## src/rtl/uart_rx.sv

```systemverilog
// ============================================================================
// Module   : uart_rx
// Brief    : 16x-oversampled UART receiver, 5-8 data bits, optional parity,
//            1/2 stop bits, valid/read handshake, error flags and RTS.
// Revision : 1.0 - initial release
// ============================================================================
`default_nettype none

module uart_rx #(
    parameter int BAUD_RATE     = 115200,
    parameter int FREQUENCY_CLK = 50000000
) (
    input  logic       clk,
    input  logic       reset,
    input  logic       rx,
    input  logic [1:0] data_bit_num,
    input  logic       stop_bit_num,
    input  logic       parity_en,
    input  logic       parity_type,
    input  logic       rx_read,
    output logic [7:0] rx_data,
    output logic       rx_data_valid,
    output logic       rx_done,
    output logic       parity_error,
    output logic       frame_error,
    output logic       overrun_error,
    output logic       rts_n,
    output logic       rx_busy
);

    localparam int OSR_DIV = FREQUENCY_CLK / (BAUD_RATE * 16);
    localparam int DIV_W   = (OSR_DIV > 1) ? $clog2(OSR_DIV) : 1;
    localparam logic [DIV_W-1:0] DIV_MAX = DIV_W'(OSR_DIV - 1);

    if (OSR_DIV < 1) begin : g_osr_check
        $error("uart_rx: FREQUENCY_CLK too low for 16x oversampling at BAUD_RATE");
    end

    typedef enum logic [2:0] {
        S_IDLE       = 3'd0,
        S_START      = 3'd1,
        S_DATA       = 3'd2,
        S_PARITY     = 3'd3,
        S_STOP1      = 3'd4,
        S_STOP2      = 3'd5,
        S_BREAK_WAIT = 3'd6
    } state_t;

    state_t           r_state;
    logic             r_rx_meta;
    logic             r_rx_s;
    logic             r_rx_s_d;
    logic [DIV_W-1:0] r_div_cnt;
    logic [3:0]       r_smp_cnt;
    logic [2:0]       r_bit_cnt;
    logic [7:0]       r_shift;
    logic [2:0]       r_cfg_last;
    logic             r_cfg_stop2;
    logic             r_cfg_par_en;
    logic             r_cfg_par_even;
    logic             r_par_flag;
    logic             r_frame_flag;
    logic [7:0]       r_data;
    logic             r_valid;
    logic             r_done;
    logic             r_par_err;
    logic             r_frame_err;
    logic             r_overrun;
    logic             r_busy;

    logic w_tick;
    logic w_start_edge;
    logic w_mid_start;
    logic w_sample;
    logic w_par_exp;
    logic w_complete;

    assign w_tick       = (r_div_cnt == DIV_MAX);
    assign w_start_edge = (r_state == S_IDLE) && r_rx_s_d && !r_rx_s;
    assign w_mid_start  = w_tick && (r_smp_cnt == 4'd7);
    assign w_sample     = w_tick && (r_smp_cnt == 4'd15);
    // Bits above the configured width stay zero, so they do not disturb the XOR.
    assign w_par_exp    = (^r_shift) ^ ~r_cfg_par_even;
    assign w_complete   = w_sample &&
                          (((r_state == S_STOP1) && !r_cfg_stop2) || (r_state == S_STOP2));

    always_ff @(posedge clk or posedge reset) begin
        if (reset) begin
            r_rx_meta <= 1'b1;
            r_rx_s    <= 1'b1;
            r_rx_s_d  <= 1'b1;
        end else begin
            r_rx_meta <= rx;
            r_rx_s    <= r_rx_meta;
            r_rx_s_d  <= r_rx_s;
        end
    end

    // Divider and sample counter restart on the start edge so mid-bit sampling
    // lines up with the falling edge; the counter restarts again at mid-start.
    always_ff @(posedge clk or posedge reset) begin
        if (reset) begin
            r_div_cnt <= '0;
            r_smp_cnt <= 4'd0;
        end else if (w_start_edge) begin
            r_div_cnt <= '0;
            r_smp_cnt <= 4'd0;
        end else begin
            r_div_cnt <= w_tick ? '0 : r_div_cnt + DIV_W'(1);
            if (w_tick) begin
                if ((r_state == S_START) && (r_smp_cnt == 4'd7)) begin
                    r_smp_cnt <= 4'd0;
                end else begin
                    r_smp_cnt <= r_smp_cnt + 4'd1;
                end
            end
        end
    end

    always_ff @(posedge clk or posedge reset) begin
        if (reset) begin
            r_state        <= S_IDLE;
            r_bit_cnt      <= 3'd0;
            r_shift        <= 8'h00;
            r_cfg_last     <= 3'd0;
            r_cfg_stop2    <= 1'b0;
            r_cfg_par_en   <= 1'b0;
            r_cfg_par_even <= 1'b0;
            r_par_flag     <= 1'b0;
            r_frame_flag   <= 1'b0;
            r_data         <= 8'h00;
            r_valid        <= 1'b0;
            r_done         <= 1'b0;
            r_par_err      <= 1'b0;
            r_frame_err    <= 1'b0;
            r_overrun      <= 1'b0;
            r_busy         <= 1'b0;
        end else begin
            r_done <= 1'b0;
            if (rx_read) begin
                r_valid <= 1'b0;
            end

            case (r_state)
                S_IDLE: begin
                    if (w_start_edge) begin
                        r_state <= S_START;
                        r_busy  <= 1'b1;
                    end
                end
                S_START: begin
                    if (w_mid_start) begin
                        if (r_rx_s) begin
                            r_state <= S_IDLE;
                            r_busy  <= 1'b0;
                        end else begin
                            r_state        <= S_DATA;
                            r_bit_cnt      <= 3'd0;
                            r_shift        <= 8'h00;
                            r_cfg_last     <= {1'b0, data_bit_num} + 3'd4;
                            r_cfg_stop2    <= stop_bit_num;
                            r_cfg_par_en   <= parity_en;
                            r_cfg_par_even <= parity_type;
                            r_par_flag     <= 1'b0;
                            r_frame_flag   <= 1'b0;
                        end
                    end
                end
                S_DATA: begin
                    if (w_sample) begin
                        r_shift[r_bit_cnt] <= r_rx_s;
                        if (r_bit_cnt == r_cfg_last) begin
                            r_state <= r_cfg_par_en ? S_PARITY : S_STOP1;
                        end else begin
                            r_bit_cnt <= r_bit_cnt + 3'd1;
                        end
                    end
                end
                S_PARITY: begin
                    if (w_sample) begin
                        r_par_flag <= (r_rx_s != w_par_exp);
                        r_state    <= S_STOP1;
                    end
                end
                S_STOP1: begin
                    if (w_sample && r_cfg_stop2) begin
                        r_frame_flag <= ~r_rx_s;
                        r_state      <= S_STOP2;
                    end
                end
                S_STOP2: begin
                end
                S_BREAK_WAIT: begin
                    if (r_rx_s) begin
                        r_state <= S_IDLE;
                        r_busy  <= 1'b0;
                    end
                end
                default: begin
                    r_state <= S_IDLE;
                    r_busy  <= 1'b0;
                end
            endcase

            // Completion overrides a coincident rx_read; overrun looks at the
            // valid flag as it stood before this cycle.
            if (w_complete) begin
                r_done      <= 1'b1;
                r_data      <= r_shift;
                r_par_err   <= r_par_flag;
                r_frame_err <= r_frame_flag | ~r_rx_s;
                r_valid     <= 1'b1;
                if (r_valid) begin
                    r_overrun <= 1'b1;
                end
                if (r_rx_s) begin
                    r_state <= S_IDLE;
                    r_busy  <= 1'b0;
                end else begin
                    r_state <= S_BREAK_WAIT;
                    r_busy  <= 1'b1;
                end
            end
        end
    end

    assign rx_data       = r_data;
    assign rx_data_valid = r_valid;
    assign rx_done       = r_done;
    assign parity_error  = r_par_err;
    assign frame_error   = r_frame_err;
    assign overrun_error = r_overrun;
    assign rts_n         = r_valid;
    assign rx_busy       = r_busy;

endmodule

`default_nettype wire

```

## config.mk

```make
export PLATFORM = sky130hd
export DESIGN_NAME = uart_rx
export DESIGN_NICKNAME = d
export VERILOG_FILES = /design/src/rtl/uart_rx.sv
export SDC_FILE = /design/constraint.sdc
export NUM_CORES = 1
export LEC_CHECK = 0
export CORE_MARGIN = 1
export CORE_UTILIZATION = 49
export DETAILED_ROUTE_END_ITERATION = 10
export PLACE_DENSITY = 0.73
export REMOVE_ABC_BUFFERS = 1
export SLEW_MARGIN = 20
export SYNTH_ARGS = -nofsm -noshare
export SYNTH_HDL_FRONTEND = slang
export SYNTH_SLANG_ARGS = --single-unit
export TNS_END_PERCENT = 100
```

## constraint.sdc

```tcl
create_clock -name clk -period 1.8 [get_ports clk]
set_input_delay 0.18 -clock clk [delete_from_list [all_inputs] [get_ports clk]]
set_output_delay 0.18 -clock clk [all_outputs]
set_load 0.05 [all_outputs]
```

; Word-level counts from Yosys, hierarchy flattened
; Cells that the tools add are included.
[word_totals]
latchBits = 0
register_bits = 48
rom_bits = 0
ramBits = 0
in_bits = 9
n_memories = 0
word_cells = 129
[op_classes]
n_eq_ne = 26
shift = 0
reduce_logical = 28
magnitude_cmp = 2
n_mux = 44
addsub = 4
mul = 0
n_div = 0
n_bitwise = 4
[op_table]
columns = cell, n
row1 = $mux 3, 14
row2 = $mux 8, 3
row3 = $pmux 3 s7, 1
row4 = $ne 3x3->1 const B, 6
row5 = $pmux 8 s2, 1
row6 = $mux 1, 13
row7 = $mux 4, 3
row8 = $ne 2x2->1 const B, 6
row9 = $reduce_and 4->1, 3
row10 = $mux 5, 2
row11 = $reduce_bool 2->1, 5
row12 = $eq 3x3->1 const B, 3
row13 = $logic_and 1x1->1, 9
row14 = $bwmux 8, 1
row15 = $reduce_and 8->1, 1
row16 = $reduce_xor 8->1, 1
row17 = $eq 3x2->1 const B, 2
row18 = $pmux 3 s2, 1
row19 = $reduce_and 3->1, 2
row20 = $add 5x1->5 const B, 1
row21 = $eq 5x5->1 const B, 1
row22 = $reduce_and 5->1, 1
row23 = $add 4x1->4 const B, 1
row24 = $eq 4x3->1 const B, 1
row25 = 22 further kinds, 26

; Logic depth before layout (Yosys ltp)
; Gate-level depths: netlist of the first run.
[logic_depth]
word_depth = 7
ltp_mapped = 9
depth_no_buf = 8

; Worst setup path after synthesis of the first run
; Ideal clock, no wire load.
[synth_path]
path_type = reg-to-reg
startpoint = reg r_div_cnt[0]
endpoint = reg r_cfg_last[0]
t_required_ps = 1675
t_arrival_ps = 1775
setup_time_ps = 125
setup_slack_ps = -99
path_stages_with_launch = 7
cell_sequence = dfrtp_1 > inv_1 > ha_1 > and4b_1 > nand3_1 > nor2_1 > mux2_2
[synth_between]
elab_chain_cells = 3
[synth_rtl]
columns = element, line
row1 = from (decl), 53  ; logic [DIV_W-1:0] r_div_cnt;
row2 = from (signal assigned), 109  ; r_div_cnt <= w_tick ? '0 : r_div_cnt + DIV_W'(1);
row3 = $eq 5x5->1, 78  ; assign w_tick = (r_div_cnt == DIV_MAX);
row4 = $logic_and 1x1->1, 80  ; assign w_mid_start = w_tick && (r_smp_cnt == 4'd7);
row5 = $reduce_and 3->1 (no source line), --
row6 = to (signal assigned), 160  ; r_cfg_last <= {1'b0, data_bit_num} + 3'd4;
row7 = to (decl), 57  ; logic [2:0] r_cfg_last;
; No other way between the ends.
; A chain may end at the register's enable or synchronous reset.

; Final worst setup path of the first run
[layout_path]
startpoint = reg r_div_cnt[0]
endpoint = reg r_state[2]
[layout_between]
elab_chain_cells = 5
[layout_rtl]
columns = element, line
row1 = $eq 5x5->1 (*), 78
row2 = $logic_and 1x1->1, 81  ; assign w_sample = w_tick && (r_smp_cnt == 4'd15);
row3 = $logic_and 1x1->1 (on tied branches), "84, 186"
row4 = $ne 3x3->1 (no source line) (tied with other cells), --
row5 = $reduce_and 8->1 (no source line), --
row6 = to (signal assigned), 173  ; r_state <= r_cfg_par_en ? S_PARITY : S_STOP1;
row7 = to (decl), 49  ; state_t r_state;
; Every way passes the cells marked *; elsewhere a longest branch is shown, timed or not.

==> results.py, run 1 <==
metrics = {
    "outcome": {
        "run_status": "complete, but fails checks",
        "failed_checks": "negative setup slack",
    },
    "worst_setup_path": {
        "critical_path_required_ns": 2.02,
        "timing.setup.critical_path_class": "flip-flop to flip-flop",
        "cp_max_fo": 4,
        "worst-r2r-cell-count": 7,
        "timing.critical_path.to_type": "flip-flop",
        "reg2reg_slack_ns": -0.01,
        "timing.critical_path.from_type": "flip-flop",
        "cp_data_arrival_time_ns": 2.03,
    },
    "detailed_routing": {
        "postRouteAntennaNets": 0,
        "routed_wl_microns": 4910,
        "firstDrtPassIters": 4,
        "route.vias.total": 1939,
        "detail_route.iter0.violations": 155,
        "drc": 0,
        "avgRoutedWirePerCell_microns": 13.4,
        "post_drt_via_cell_ratio": 5.30,
    },
    "synthesis": {
        "ys.warnings.count": 0,
        "synth_top_cell_area_share_pct": 46.3,
        "synth_compound_gate_area_share_pct": 14.6,
        "yosys.area_share.adder_pct": 2.06,
        "mappedNetlistArea_sq_um": 2430,
        "async_flop_share_pct": 100,
        "post_synth_and_or_nand_nor_area_fraction_pct": 19.3,
        "synthTopCellsByArea": "sky130_fd_sc_hd__dfrtp_1 46%, sky130_fd_sc_hd__nand2_1 6.3%, sky130_fd_sc_hd__xnor2_1 5.0%",
        "synth-edff-count": 0,
        "ys.flop_type": "sky130_fd_sc_hd__dfrtp_1",
        "synth-xor-area-share_pct": 6.84,
        "synth_cell_types": 48,
        "synth_top_family_by_area": "simple AND/OR/NAND/NOR gates",
        "postSynthCellCount": 250,
        "syn_avg_cell_area_sq_um": 9.73,
        "yosys-mux-area-fraction_pct": 3.55,
        "synth_sequential_area_ratio_pct": 49.5,
        "yosys.area.top_type": "sky130_fd_sc_hd__dfrtp_1",
        "postSynthRegisterBits": 48,
    },
    "layout": {
        "final_net_count": 311,
        "post-route-cell-area_sq_um": 3120,
        "syn2layout_area_growth_pct": 28.4,
        "drive_above_1_share_pct": 23.4,
        "most_frequent_cells_in_the_layout": "43 x sky130_fd_sc_hd__dfrtp_1, 40 x sky130_fd_sc_hd__nand2_1, 28 x sky130_fd_sc_hd__buf_4",
        "layout.cells.most_common": "sky130_fd_sc_hd__dfrtp_1",
        "diodes": 0,
    },
    "floorplanning": {
        "core-area_sq_um": 4750,
        "number_of_standard_cell_rows_in_the_floorplan": 25,
        "fp.dieArea_sq_um": 5250,
        "floorplan.initialDensity_pct": 51.2,
        "die-height_microns": 72.5,
        "ioPinCount": 24,
        "chip_width_microns": 72.5,
    },
    "global_routing": {
        "grt_first_pass_wirelength_microns": 8550,
        "vias_in_the_first_global_route": 1805,
        "globalRoute.totalOverflow": 0,
        "largest_net_degree_at_the_start_of_global_routing": 27,
        "grt_antenna_before_repair": 0,
        "grt_util_all_layers_pct": 21.1,
    },
    "pwr": {
        "fin_total_pwr_uw": 2850,
        "p_leak_uw": 0.00144,
        "pwr_density_nw_per_um2": 913,
        "vdd.ir_drop.worst_mv": 0.719,
    },
    "timing": {
        "max_clock_freq_mhz": 552,
        "timing.clock.skew_ns": 0.0130,
        "final_critical_path_setup_slack_ns": -0.0106,
        "timing.final.crit_share_pct": 101,
        "finalSetupViolCount": 1,
        "rsz0062_at_grt": "yes",
        "fin_crit_ns": 1.81,
        "worst-slew-pin-transition_ns": 0.654,
        "worst_rel_slew_slack_pct": 55.9,
        "slew_viol_final": 0,
        "finalHoldViolations": 0,
        "timing.setup.tns_ns": -0.0106,
    },
    "hold_path": {
        "hp-class": "input port to asynchronous set/reset pin",
    },
    "clocking": {
        "h-tree-depth": 2,
        "tritoncts_clock_tree": "yes",
        "clk-insertion-delay-late_ns": 0.31,
        "cts_hold_buf": 0,
        "cts_inserted_buffers": 5,
        "clock_sink_count": 48,
        "clock-root-buffer": "sky130_fd_sc_hd__clkbuf_8",
        "max-clock-path-buffers": 2,
        "path_clk_slew_ns": 0.09,
    },
    "job": {
        "cap_viol_max_count": 0,
    },
    "placed_design": {
        "detailed_place.area_sq_um": 2910,
        "preCtsSetupSlack_ns": -0.0232,
        "place.gp.congestion": 0.888,
        "post-dp-hpwl_microns": 3570,
        "port_buffers": 23,
    },
}
[Yosys cell counts, types with 2 or more instances]
cell type / instances
sky130_fd_sc_hd__o211ai_1: 2
sky130_fd_sc_hd__nor2_1: 20
sky130_fd_sc_hd__xnor2_1: 14
sky130_fd_sc_hd__a21o_1: 3
sky130_fd_sc_hd__nand2b_1: 5
sky130_fd_sc_hd__nand4_1: 3
sky130_fd_sc_hd__dfrtp_1: 45
sky130_fd_sc_hd__inv_1: 10
sky130_fd_sc_hd__a21oi_1: 5
sky130_fd_sc_hd__nand2_1: 41
sky130_fd_sc_hd__o31ai_1: 3
sky130_fd_sc_hd__a22oi_1: 2
sky130_fd_sc_hd__nand4b_1: 2
sky130_fd_sc_hd__nor4_1: 2
sky130_fd_sc_hd__ha_1: 4
sky130_fd_sc_hd__o21a_1: 2
sky130_fd_sc_hd__nor3_1: 3
sky130_fd_sc_hd__mux2_2: 5
sky130_fd_sc_hd__a31oi_1: 5
sky130_fd_sc_hd__o21ai_0: 22
sky130_fd_sc_hd__buf_2: 4
sky130_fd_sc_hd__clkbuf_1: 5
sky130_fd_sc_hd__xor2_1: 5
sky130_fd_sc_hd__mux2i_1: 3
sky130_fd_sc_hd__dfstp_2: 3
sky130_fd_sc_hd__nor2b_1: 3
sky130_fd_sc_hd__nand3_1: 8
[final timing paths]
| check | startpoint | endpoint |
|---|---|---|
| max | r_div_cnt[0] | r_state[2] |
| min | reset | r_smp_cnt[2] |
| min in group clk | rx | r_rx_meta |
| max in group asynchronous | reset | r_state[1] |
| min reg2reg | r_rx_meta | r_rx_s |
| max reg2reg | r_div_cnt[0] | r_state[2] |
[kinds of logic (layout without fill, tap and decap cells)]
family / count (synthesis) / in the layout
flip-flops: 48 / 48
buffers and inverters: 22 / 71
AND/OR/NAND/NOR: 95 / 95
XOR/XNOR: 19 / 19
AO/OA/AOI/OAI: 54 / 54
adder cells (fa/ha/maj): 4 / 4
multiplexers: 8 / 8
[layout make-up]
type	count	area, sq um
Timing Repair Buffer	52	460
Inverter	11	41.3
Clock inverter	3	68.8
Fill cell	392	1630
Clock buffer	5	68.8
Tap cell	67	83.8
Sequential cell	48	1210
Multi-Input combinational cell	180	1190
[state kept, by name, summed over array words and instances, names as in the netlist, 3 cells and up]
name        flops
r_shift         8
rx_data         8
r_div_cnt       5
r_smp_cnt       4
r_bit_cnt       3
r_cfg_last      3
r_state         3
[through the flow]
step                      utilization [%]  hold WS [ns]  instances
after floorplan                         -         0.184        239
after detailed placement             61.2         0.350        357
after CTS                            64.4         0.213        365
after global placement               61.2         0.347        357
final                                65.7         0.190        366
after global routing                 65.7         0.235        366
[per-layer routing]
metal  wire (microns)  vias up  track usage [%]
met4               95        0             7.63
met3              214        8             4.58
met5                0        -                0
li1                 -      960                -
met2             2200       59             31.4
met1             2400      912             30.3
[where the power goes]
group	total, uW	internal, uW	leakage, uW	switching, uW
sequential	1260	1160	0.000646	99.2
combinational	659	316	0.000727	344
clock	932	559	0.0000687	373
total	2850	2040	0.00144	816
[critical path, cell delays in order (launching register included)]
cell and delay [ns]:
sky130_fd_sc_hd__dfrtp_1 0.39, sky130_fd_sc_hd__inv_2 0.07, sky130_fd_sc_hd__ha_4 0.14, sky130_fd_sc_hd__nand4b_4 0.13, sky130_fd_sc_hd__o31ai_2 0.23, sky130_fd_sc_hd__mux2i_1 0.12
sky130_fd_sc_hd__or4b_1 0.54, sky130_fd_sc_hd__o311ai_2 0.09
[what timing repair did]
action	in CTS	in global routing
buffers inserted	0	2
resized for setup	4	19
pin swaps	5	5
endpoints found under the setup margin	11	32
(Power assumes the default switching activity.)
==> run 2, diff against run 1 <==
--- a/config.mk
+++ b/config.mk
@@ -6,9 +6,8 @@
 export NUM_CORES = 1
 export LEC_CHECK = 0
 export CORE_MARGIN = 1
-export CORE_UTILIZATION = 49
+export CORE_UTILIZATION = 38
 export DETAILED_ROUTE_END_ITERATION = 10
-export PLACE_DENSITY = 0.73
 export REMOVE_ABC_BUFFERS = 1
 export SLEW_MARGIN = 20
 export SYNTH_ARGS = -nofsm -noshare
==> constraint.sdc (replaced) <==
create_clock -name clk -period 1.8 [get_ports clk]
set_input_delay 0.18 -clock clk [delete_from_list [all_inputs] [get_ports clk]]
set_output_delay 0.18 -clock clk [all_outputs]
set_load 0.02 [all_outputs]
==> results.py, run 2 (synthesis gave the netlist of run 1 again) <==
metrics = {
    "clocking": {
        "max-clock-path-buffers": 2,
        "tritoncts_clock_tree": "yes",
        "path_clk_slew_ns": 0.09,
        "clock_sink_count": 48,
        "cts_hold_buf": 0,
        "h-tree-depth": 2,
        "cts_inserted_buffers": 5,
        "clock-root-buffer": "sky130_fd_sc_hd__clkbuf_8",
        "clk-insertion-delay-late_ns": 0.31,
    },
    "worst_setup_path": {
        "critical-path-top-delay-family": "simple AND/OR/NAND/NOR gates",
        "timing.setup.critical_path_class": "flip-flop to flip-flop",
        "cpMaxStageDelayCell": "sky130_fd_sc_hd__or4_4",
        "timing.critical_path.to_type": "flip-flop",
        "critical_path_required_ns": 2.03,
        "cell_by_cell_listing_of_the_critical_path": "inv_1, ha_2, nand4b_4, nor2_2, nand2_1, or4_4, o31ai_1",
        "critical_path_buffers_and_inverters": 1,
        "cp_data_arrival_time_ns": 2.06,
        "cp_max_fo": 5,
        "timing.critical_path.from_type": "flip-flop",
        "critPathMaxStageDelay_ns": 0.47,
    },
    "pwr": {
        "p_seq_share_pct": 47.0,
        "share_of_total_power_consumed_by_net_switching_pct": 29.3,
        "cellInternalPower_uw": 1890,
        "vdd.ir_drop.worst_mv": 0.434,
        "p_leak_uw": 0.00143,
        "power_switching_uw": 785,
        "pwr_density_nw_per_um2": 860,
        "pwr-share-comb_pct": 23.9,
        "power.share.clock_pct": 29.1,
    },
    "floorplanning": {
        "fp.dieArea_sq_um": 6720,
        "ioPinCount": 24,
        "floorplan.initialDensity_pct": 40.1,
        "die-height_microns": 82.0,
        "number_of_standard_cell_rows_in_the_floorplan": 28,
        "core-area_sq_um": 6060,
        "chip_width_microns": 82.0,
    },
    "outcome": {
        "failed_checks": "negative setup slack",
        "run_status": "complete, but fails checks",
    },
    "global_routing": {
        "vias_in_the_first_global_route": 1870,
        "grt_first_pass_wirelength_microns": 8920,
        "globalRoute.totalOverflow": 0,
        "largest_net_degree_at_the_start_of_global_routing": 49,
        "grt_antenna_before_repair": 0,
        "grt_util_all_layers_pct": 17.8,
    },
    "timing": {
        "final_critical_path_setup_slack_ns": -0.0287,
        "rsz0062_at_grt": "yes",
        "slew_viol_final": 0,
        "fin_crit_ns": 1.83,
        "finalHoldViolations": 0,
        "finalSetupViolCount": 2,
        "timing.clock.skew_ns": 0.0102,
        "timing.final.crit_share_pct": 102,
        "tightest_hold_margin_ns": 0.222,
        "max_clock_freq_mhz": 547,
        "worst-slew-pin-transition_ns": 0.603,
        "worst_rel_slew_slack_pct": 59.3,
    },
    "layout": {
        "syn2layout_area_growth_pct": 28.0,
        "diodes": 0,
        "layout.cells.non_filler": 374,
        "layout.cells.most_common": "sky130_fd_sc_hd__dfrtp_1",
        "finalCoreUtilization_pct": 51.4,
        "drive_above_1_share_pct": 21.1,
        "most_frequent_cells_in_the_layout": "44 x sky130_fd_sc_hd__dfrtp_1, 41 x sky130_fd_sc_hd__nand2_1, 26 x sky130_fd_sc_hd__buf_4",
        "final_net_count": 311,
    },
    "placed_design": {
        "place.gp.congestion": 0.934,
        "port_buffers": 23,
        "placed_cells_incl_taps": 363,
        "preCtsSetupSlack_ns": -0.0561,
        "post-dp-hpwl_microns": 3610,
    },
    "detailed_routing": {
        "routed_wl_microns": 5130,
        "postRouteAntennaNets": 0,
        "firstDrtPassIters": 4,
        "route.vias.total": 1897,
        "post_drt_via_cell_ratio": 5.07,
        "detail_route.iter0.violations": 162,
        "drc": 0,
        "avgRoutedWirePerCell_microns": 13.7,
    },
    "job": {
        "cap_viol_max_count": 0,
    },
    "hold_path": {
        "hp-class": "input port to asynchronous set/reset pin",
    },
}
run 2: worst reg2reg max path, stage by stage (launching register included):
cell and delay (ns):
sky130_fd_sc_hd__dfrtp_1 0.39, sky130_fd_sc_hd__inv_1 0.06, sky130_fd_sc_hd__ha_2 0.20, sky130_fd_sc_hd__nand4b_4 0.16
sky130_fd_sc_hd__nor2_2 0.17, sky130_fd_sc_hd__nand2_1 0.10, sky130_fd_sc_hd__or4_4 0.47, sky130_fd_sc_hd__o31ai_1 0.20
run 2: repair_timing:
| action | CTS | global route |
|---|---|---|
| gates resized for setup | 3 | 15 |
| pin swaps | 1 | 0 |
| setup endpoints to repair | 4 | 21 |
| setup buffers | 1 | 2 |
run 2: area by class of cell:
class / count / area [sq um]
inverter: 11 / 41.3
timing repair buffer: 52 / 477
clock inverter: 3 / 42.5
clock buffer: 5 / 68.8
tap: 75 / 93.8
multi-input combinational: 180 / 1180
sequential: 48 / 1210
fill: 558 / 2950
run 2: stage by stage:
stage               setup TNS [ns]  cell area (sq um)  total power (uW)
floorplan                   -0.771               2370              1620
global placement         -0.000553               2920              1880
detailed placement          -0.116               2920              1900
CTS                        -0.0410               3040              2690
global route                 -1.26               3110              2820
finish                     -0.0393               3110              2680
run 2: worst paths after layout:
path	slack (ns)	endpoint	from	cells after the start
min in group clk	0.27	r_rx_meta	rx	1
setup / recovery	-0.03	r_shift[0]	r_div_cnt[0]	7
hold / removal	0.22	rts_n	reset	3
max in group asynchronous	1.31	r_rx_s	reset	3
setup reg to reg	-0.03	r_shift[0]	r_div_cnt[0]	7
hold reg to reg	0.36	r_rx_s	r_rx_meta	0
run 2: power by group through the flow:
stage               registers, uW  clock network (uW)  logic (uW)
floorplan                    1290                   0         329
global placement             1270                   0         614
detailed placement           1280                   0         621
CTS                          1260                 805         630
global route                 1270                 848         704
finish                       1260                 779         640
run 2: layer usage:
metal / share of wire, % / vias to the layer above / track usage, %
met2: 44 / 49 / 27.4
met5: 0 / - / 0
met3: 4.2 / 6 / 3.56
met1: 50 / 886 / 24.5
met4: 1.7 / 0 / 7.02
li1: - / 956 / -
